File: src/rtl/pipe_pkg.sv
// Shared definitions for the MIPS pipeline stage registers: default widths, the NOP encoding,
// the stage payload layout and the hold-counter width helper.
package pipe_pkg;

  localparam int PIPE_PC_W    = 32;
  localparam int PIPE_INSTR_W = 32;

  // sll $0,$0,0 -- the canonical MIPS bubble
  localparam logic [31:0] MIPS_NOP = 32'h0000_0000;

  typedef struct packed {
    logic [PIPE_PC_W-1:0]    pc;
    logic [PIPE_INSTR_W-1:0] instr;
    logic                    valid;
  } stage_payload_t;

  // Unlimited hold (0) only needs a sticky 1-bit flag; otherwise count up to max_hold without wrap.
  function automatic int hold_cnt_w(input int max_hold);
    return (max_hold < 1) ? 1 : $clog2(max_hold + 1);
  endfunction

endpackage

File: src/rtl/pipe_stage_reg_if.sv
// Handshake bundle between a pipeline stage register and its producer/hazard logic.
// Optional PIPE_STAGE_PERF_EN adds the stall/flush performance counters.
interface pipe_stage_reg_if
  import pipe_pkg::*;
#(
  parameter int PC_W    = PIPE_PC_W,
  parameter int INSTR_W = PIPE_INSTR_W
);

  logic [PC_W-1:0]    in_pc;
  logic [INSTR_W-1:0] in_instr;
  logic               in_valid;
  logic               hold;
  logic               flush;
  logic [PC_W-1:0]    out_pc;
  logic [INSTR_W-1:0] out_instr;
  logic               out_valid;
  logic               stalled;

`ifdef PIPE_STAGE_PERF_EN
  logic [31:0]        perf_stall_cnt;
  logic [31:0]        perf_flush_cnt;

  modport master (
    output in_pc, in_instr, in_valid, hold, flush,
    input  out_pc, out_instr, out_valid, stalled, perf_stall_cnt, perf_flush_cnt
  );

  modport slave (
    input  in_pc, in_instr, in_valid, hold, flush,
    output out_pc, out_instr, out_valid, stalled, perf_stall_cnt, perf_flush_cnt
  );
`else
  modport master (
    output in_pc, in_instr, in_valid, hold, flush,
    input  out_pc, out_instr, out_valid, stalled
  );

  modport slave (
    input  in_pc, in_instr, in_valid, hold, flush,
    output out_pc, out_instr, out_valid, stalled
  );
`endif

endinterface

File: src/rtl/pipe_stage_reg_hold_limiter.sv
// Bounds consecutive stall cycles of a pipeline stage; produces the combinational stall decision.
// Flush always wins over hold and restarts the hold window.
module hold_limiter
  import pipe_pkg::*;
#(
  parameter int MAX_HOLD = 1
) (
  input  logic clk,
  input  logic rst,
  input  logic hold,
  input  logic flush,
  output logic stalled
);

  localparam int              CNT_W     = hold_cnt_w(MAX_HOLD);
  localparam bit              UNLIMITED = (MAX_HOLD == 0);
  localparam logic [CNT_W-1:0] LIMIT    = UNLIMITED ? {CNT_W{1'b1}} : CNT_W'(MAX_HOLD);

  logic [CNT_W-1:0] cnt_q;
  logic [CNT_W-1:0] cnt_d;
  logic             hold_req;
  logic             hold_eff;
  logic             force_advance;

  assign hold_req      = hold && !flush;
  assign hold_eff      = hold_req && (UNLIMITED || (cnt_q < LIMIT));
  assign force_advance = hold_req && !UNLIMITED && (cnt_q == LIMIT);

  // Every non-held edge (load, flush or forced advance) closes the current hold window.
  always_comb begin
    cnt_d = '0;
    if (force_advance) begin
      cnt_d = '0;
    end else if (hold_eff) begin
      cnt_d = (cnt_q == LIMIT) ? cnt_q : cnt_q + 1'b1;
    end
  end

  always_ff @(posedge clk or posedge rst) begin
    if (rst) begin
      cnt_q <= '0;
    end else begin
      cnt_q <= cnt_d;
    end
  end

  assign stalled = hold_eff && !rst;

endmodule

File: src/rtl/pipe_stage_reg.sv
// Parametrised inter-stage pipeline register (IF/ID and later): 1-cycle latency, flush > bounded hold > load.
// Optional PIPE_STAGE_PERF_EN adds saturating stall/flush event counters.
module pipe_stage_reg
  import pipe_pkg::*;
#(
  parameter int          PC_W      = PIPE_PC_W,
  parameter int          INSTR_W   = PIPE_INSTR_W,
  parameter int          MAX_HOLD  = 1,
  parameter logic [31:0] NOP_INSTR = MIPS_NOP
) (
  input logic              clk,
  input logic              rst,
  pipe_stage_reg_if.slave  bus
);

  typedef struct packed {
    logic [PC_W-1:0]    pc;
    logic [INSTR_W-1:0] instr;
    logic               valid;
  } payload_t;

  localparam logic [INSTR_W-1:0] NOP_W = INSTR_W'(NOP_INSTR);

  logic     stalled;
  payload_t stage_q;

  hold_limiter #(
    .MAX_HOLD (MAX_HOLD)
  ) u_hold_limiter (
    .clk     (clk),
    .rst     (rst),
    .hold    (bus.hold),
    .flush   (bus.flush),
    .stalled (stalled)
  );

  // A flushed slot keeps the incoming PC so downstream debug still sees where the bubble came from.
  always_ff @(posedge clk or posedge rst) begin
    if (rst) begin
      stage_q.pc    <= '0;
      stage_q.instr <= NOP_W;
      stage_q.valid <= 1'b0;
    end else if (bus.flush) begin
      stage_q.pc    <= bus.in_pc;
      stage_q.instr <= NOP_W;
      stage_q.valid <= 1'b0;
    end else if (!stalled) begin
      stage_q.pc    <= bus.in_pc;
      stage_q.instr <= bus.in_instr;
      stage_q.valid <= bus.in_valid;
    end
  end

  assign bus.out_pc    = stage_q.pc;
  assign bus.out_instr = stage_q.instr;
  assign bus.out_valid = stage_q.valid;
  assign bus.stalled   = stalled;

`ifdef PIPE_STAGE_PERF_EN
  logic [31:0] perf_stall_q;
  logic [31:0] perf_flush_q;

  always_ff @(posedge clk or posedge rst) begin
    if (rst) begin
      perf_stall_q <= '0;
      perf_flush_q <= '0;
    end else begin
      if (stalled && (perf_stall_q != 32'hFFFF_FFFF)) begin
        perf_stall_q <= perf_stall_q + 32'd1;
      end
      if (bus.flush && (perf_flush_q != 32'hFFFF_FFFF)) begin
        perf_flush_q <= perf_flush_q + 32'd1;
      end
    end
  end

  assign bus.perf_stall_cnt = perf_stall_q;
  assign bus.perf_flush_cnt = perf_flush_q;
`endif

endmodule

File: src/flat_wrapper.sv
// flat-port wrapper written by rule: the top's interface ports become plain ports
module pipe_stage_reg_flat import pipe_pkg::*;
#(
  parameter int          PC_W      = PIPE_PC_W,
  parameter int          INSTR_W   = PIPE_INSTR_W,
  parameter int          MAX_HOLD  = 1,
  parameter logic [31:0] NOP_INSTR = MIPS_NOP
)
  (clk, rst, bus_in_pc, bus_in_instr, bus_in_valid, bus_hold, bus_flush, bus_out_pc, bus_out_instr, bus_out_valid, bus_stalled);
  pipe_stage_reg_if #(.PC_W(PC_W), .INSTR_W(INSTR_W)) bus_i ();
  input logic clk;
  input logic rst;
  input wire logic [$bits(bus_i.in_pc)-1:0] bus_in_pc;
  input wire logic [$bits(bus_i.in_instr)-1:0] bus_in_instr;
  input wire logic [$bits(bus_i.in_valid)-1:0] bus_in_valid;
  input wire logic [$bits(bus_i.hold)-1:0] bus_hold;
  input wire logic [$bits(bus_i.flush)-1:0] bus_flush;
  output wire logic [$bits(bus_i.out_pc)-1:0] bus_out_pc;
  output wire logic [$bits(bus_i.out_instr)-1:0] bus_out_instr;
  output wire logic [$bits(bus_i.out_valid)-1:0] bus_out_valid;
  output wire logic [$bits(bus_i.stalled)-1:0] bus_stalled;
  assign bus_i.in_pc = bus_in_pc;
  assign bus_i.in_instr = bus_in_instr;
  assign bus_i.in_valid = bus_in_valid;
  assign bus_i.hold = bus_hold;
  assign bus_i.flush = bus_flush;
  assign bus_out_pc = bus_i.out_pc;
  assign bus_out_instr = bus_i.out_instr;
  assign bus_out_valid = bus_i.out_valid;
  assign bus_stalled = bus_i.stalled;
  pipe_stage_reg #(.PC_W(PC_W), .INSTR_W(INSTR_W), .MAX_HOLD(MAX_HOLD), .NOP_INSTR(NOP_INSTR)) u_core (.clk(clk), .rst(rst), .bus(bus_i));
endmodule
File: config.mk
export PLATFORM = sky130hd
export DESIGN_NAME = pipe_stage_reg_flat
export DESIGN_NICKNAME = d
export VERILOG_FILES = /design/src/rtl/pipe_pkg.sv /design/src/rtl/pipe_stage_reg_if.sv /design/src/rtl/pipe_stage_reg_hold_limiter.sv /design/src/rtl/pipe_stage_reg.sv /design/src/flat_wrapper.sv
export SDC_FILE = /design/constraint.sdc
export NUM_CORES = 1
export LEC_CHECK = 0
export ABC_AREA = 0
export CAP_MARGIN = 0
export CORE_MARGIN = 3
export CORE_UTILIZATION = 40
export DETAILED_ROUTE_END_ITERATION = 6
export PLACE_DENSITY = 0.79
export RECOVER_POWER = 50
export SKIP_LAST_GASP = 1
export SYNTH_ARGS = -nofsm -noshare
export SYNTH_HDL_FRONTEND = slang
export SYNTH_SLANG_ARGS = --single-unit
export TNS_END_PERCENT = 50
File: constraint.sdc
create_clock -name clk -period 2.45 [get_ports clk]
set_input_delay 0.49 -clock clk [delete_from_list [all_inputs] [get_ports clk]]
set_output_delay 0.49 -clock clk [all_outputs]
set_load 0.005 [all_outputs]
# Word-level counts from Yosys, hierarchy flattened

Index checks and enable logic that the tools add are counted.

Equal/unequal tests: 1
Add/sub/neg operators: 1
Reduce and logical (&&, ||, !) cells: 6
Mux-type cells: 5
$lt $le $gt $ge: 1

Operators by type and width:

| operator            | number |
|---|---|
| $mux 65             | 2 |
| $logic_and 1x1->1   | 4 |
| $mux 1              | 3 |
| $logic_not 1->1     | 2 |
| $ne 2x2->1 const B  | 1 |
| $add 1x1->1 const B | 1 |
| $lt 1x1->1 const B  | 1 |

Register bits: 66
Output and inout port bits: 66
Word-level logic and storage cells: 18

# Logic depth before layout (Yosys ltp)

Word-level depth: 6
Mapped depth: 4
Gate-level depth less buffers: 2

# By module

From an unflattened synthesis, not the netlist that was laid out.

Cells, all modules: 181
Area, all modules: 2717.6 um^2

By module, submodules not included:

| module         | area an instance (um^2) | cells an instance | seq. area each (um^2) | instances |
|---|---|---|---|---|
| pipe_stage_reg | 2666.3                  | 177               | 1626.6                | 1 |
| hold_limiter   | 51.3                    | 4                 | 25.0                  | 1 |

# Worst setup path before layout

Ideal clock, no wire load.

Kind: input port to output port
Start point: input port bus_flush
End point: output port bus_stalled
Required time: 1.960 ns
Path slack: 0.836 ns
Arrival: 1.124 ns
Stages on the path: 2
Cells stage by stage: nor4b_4 -> buf_6

Cells in the longest elaborated chain, start to end: 4

Ends and longest elaborated chain:

| element            | line                              | text |
|---|---|---|
| start: declaration | flat_wrapper.sv:17                | `input wire logic [$bits(bus_i.flush)-1:0] bus_flush;` |
| $logic_not 1->1    | pipe_stage_reg_hold_limiter.sv:25 | `assign hold_req = hold && !flush;` |
| $logic_and 1x1->1  | pipe_stage_reg_hold_limiter.sv:25 |  |
| $logic_and 1x1->1  | pipe_stage_reg_hold_limiter.sv:26 | `assign hold_eff = hold_req && (UNLIMITED \|\| (cnt_q < LIMIT));` |
| $logic_and 1x1->1  | pipe_stage_reg_hold_limiter.sv:47 | `assign stalled = hold_eff && !rst;` |
| end: declaration   | flat_wrapper.sv:21                | `output wire logic [$bits(bus_i.stalled)-1:0] bus_stalled;` |

No other way between the ends.

# Final worst setup path

Start point: input port bus_hold
End point: output port bus_stalled

Cells in the longest elaborated chain, start to end: 3

Ends and longest elaborated chain:

| element            | line                              | text |
|---|---|---|
| start: declaration | flat_wrapper.sv:16                | `input wire logic [$bits(bus_i.hold)-1:0] bus_hold;` |
| $logic_and 1x1->1  | pipe_stage_reg_hold_limiter.sv:25 |  |
| $logic_and 1x1->1  | pipe_stage_reg_hold_limiter.sv:26 |  |
| $logic_and 1x1->1  | pipe_stage_reg_hold_limiter.sv:47 |  |

No other way between the ends.

==> key figures <==
Outcome
  • Run status: finished, final reports clean

Clocking
  • CTS tree: built
  • Post-CTS Setup Inserts: 0
  • Post-CTS sizing: 0
  • Sink Count: 66
  • Max H-tree Level: 3
  • CTS Buf Count: 9
  • Reg clk slew, reported paths: about 70 ps
  • Clk_lat worst skew: ~330 ps
  • Root buffer cell: clkbuf_8
  • Clk buf depth: 2
  • Post-CTS Hold Fix Bufs: 0

Worst setup path
  • Critical Path Fanout Max: 3
  • Worst EP arrival: roughly 1900 ps
  • Critical Path RT: approximately 2000 ps
  • Worst Setup End Kind: output port
  • CP Launch Type: input port
  • WS Path Type: input port to output port

Yosys
  • Simple-gate share of the synthesized area: 0.157
  • Most common library cells after synthesis: 66 x dfrtp_1, 66 x nand2b_1, 33 x mux2i_1, 31 x mux2_2, 7 x clkbuf_1
  • Synth async-reset ratio: 1.00
  • Area leader, netlist: dfrtp_1
  • Register area share after synthesis: 0.574
  • Register bit count reported by yosys: between 60 and 70
  • Main combinational cell family by area after synthesis: multiplexers
  • Post-synthesis instance area: 2880 um^2
  • EDFF count, synth: 0
  • Net Count, Synth: roughly 280
  • Synth Area in Adders: 0
  • XOR/XNOR share of the synthesized area: 0
  • Mux contribution to synthesized area: 0.240
  • Yosys cell types: 11
  • Mapped Cells: between 200 and 250
  • Compound-gate portion of the synthesized area: 0
  • Total number of yosys warnings: 0
  • Top post-synthesis cells by area: dfrtp_1 57%, nand2b_1 14%, mux2_2 12%
  • Syn_area_per_cell: approximately 13 um^2
  • Synth Flop Type: dfrtp_1
  • Synth top area share: 0.574

STA
  • Slew at the pin with the worst max-slew slack: slightly above 900 ps
  • Min Tclk post-route: roughly 2400 ps
  • Fin crit share: 0.969
  • Final setup fails: 0
  • Slew HR: 0.386
  • Clock skew: 8.04 ps
  • Setup TNS Final: 0 ps
  • Slew Viols, Final: 0
  • RSZ-0062 raised after global routing: no
  • Maximum clock rate: approximately 0.42 GHz
  • Final Hold Viols: 0

Floorplanning
  • FP Rows: 30
  • Die area: between 8000 and 9000 um^2
  • Chip height: around 91 um
  • I/O pins: about 140
  • Starting Density: 0.419
  • Core Footprint: a little under 7000 um^2
  • Chip width: between 90 and 100 um

Power
  • Reg power frac: 0.417
  • Total power draw: roughly 2.9 mW
  • Comb power frac: 0.153
  • Reported leakage power: between 1.5 and 2 nW
  • Pwr/cell area: roughly 630 nW/um^2
  • Switching power: between 600 and 700 uW
  • Max IR drop VDD: ~0.00031 V
  • Sw frac: 0.209
  • Design internal power: ~2.3 mW
  • Clock power share: 0.429

Detailed routing
  • First drt pass iteration count: 3
  • Routed vias: about 2000
  • DRT antenna net count: 0
  • DR iter-0 viols: 61
  • DRC viols: 0
  • Vias per cell: 4.54
  • WL/cell: approximately 14 um
  • Post-Route WL: approximately 6.5 mm

Global routing
  • Gr usage total: 0.163
  • GRT Residual Overflow: 0
  • Global-route wire length before repair: between 10 and 15 mm
  • Largest net degree at the start of global routing: just under 70
  • Vias in the first global route: 2123
  • Initial antenna violation count: 0

Finish
  • Share of layout cells above drive strength 1: 0.148
  • Nets: approximately 420
  • Number of diodes: 0
  • Area Growth Syn to Fin: 58.5%

Placement
  • HPWL after detailed placement: ~4.7 mm
  • Gp weighted congestion: slightly below 0.7
  • PortBufs: around 130

Min path
  • Hold crit path type: register to register

Run
  • Number of max-cap violations: 0
[cells by family after synthesis]
family / Yosys count
buffers and inverters: 15
flip-flops: 66
multiplexers: 65
AND/OR/NAND/NOR: 69
[per-stage QoR]
step | worst slack [ps] | utilization | instances | hold WS, ps | area [um^2]
final | 76.6 | 0.664 | 453 | 493 | 4560
after global routing | 27.9 | 0.664 | 453 | 508 | 4560
after floorplan | 305 | - | 215 | 485 | 2880
after detailed placement | 61.6 | 0.630 | 437 | 486 | 4330
after global placement | 65.9 | 0.630 | 437 | 474 | 4330
after CTS | 57.7 | 0.670 | 453 | 502 | 4600
[final timing paths]
kind / slack [ps] / startpoint / depth (start not counted) / endpoint
worst max-delay path: 80 / bus_hold / 3 / bus_stalled
worst min-delay path: 490 / u_core.bus.out_pc[27]$_DFFE_PP0P_ / 1 / u_core.bus.out_pc[27]$_DFFE_PP0P_
worst max register to register: 580 / u_core.u_hold_limiter.cnt_q$_DFF_PP0_ / 3 / u_core.bus.out_instr[24]$_DFFE_PP0P_
worst min register to register: 490 / u_core.bus.out_pc[27]$_DFFE_PP0P_ / 1 / u_core.bus.out_pc[27]$_DFFE_PP0P_
max in group asynchronous: 640 / rst / 4 / u_core.bus.out_instr[27]$_DFFE_PP0P_
min in group asynchronous: 640 / rst / 3 / u_core.bus.out_pc[10]$_DFFE_PP0P_
[power by group through the flow]
stage	sequential (mW)	clock [mW]	combinational (mW)
floorplan	1.23	0	0.155
global placement	1.22	0	0.451
detailed placement	1.22	0	0.459
CTS	1.20	1.26	0.461
global route	1.21	1.32	0.477
finish	1.20	1.23	0.441
[state kept, by name, summed over array words and instances (netlist names)]
| register | flops |
|---|---|
| u_core.bus.out_valid | 1 |
| u_core.bus.out_pc | 32 |
| u_core.u_hold_limiter.cnt_q | 1 |
| u_core.bus.out_instr | 32 |
[metal layers]
| metal | part of all wire | up-vias | GRT usage | wire [um] |
|---|---|---|---|---|
| met5 | 0 | - | 0 | 0 |
| met4 | 0.013 | 0 | 0.0678 | 85 |
| met3 | 0.073 | 10 | 0.0542 | 474 |
| met2 | 0.50 | 77 | 0.265 | 3240 |
| met1 | 0.41 | 984 | 0.200 | 2660 |
| li1 | - | 985 | - | - |
[critical path, cell delays in order]
cell and delay (ps):
clkdlybuf4s50_1 490, nor4b_4 330, clkdlybuf4s50_1 570
[layout make-up]
class / instances / area (um^2)
clock buffers: 10 / 138
well taps: 96 / 120
fillers: 551 / 2310
inverters: 1 / 3.75
flip-flops and latches: 66 / 1650
repair buffers: 140 / 1370
multi-input cells: 134 / 1140
clock inverters: 6 / 136
[layout by cell type (no fill, tap or decap)]
cell / instances
nor3b_1: 2
mux2i_1: 33
inv_1: 1
dlygate4sd3_1: 7
buf_4: 1
bufinv_16: 4
clkbuf_4: 1
nor4b_4: 1
mux2_1: 1
nand2b_1: 66
clkbuf_8: 10
buf_2: 1
inv_6: 1
clkdlybuf4s50_1: 126
mux2_2: 31
clkbuf_2: 2
dfrtp_1: 66
clkbuf_1: 2
clkinvlp_4: 1
Power figures use the tool's default switching activity.
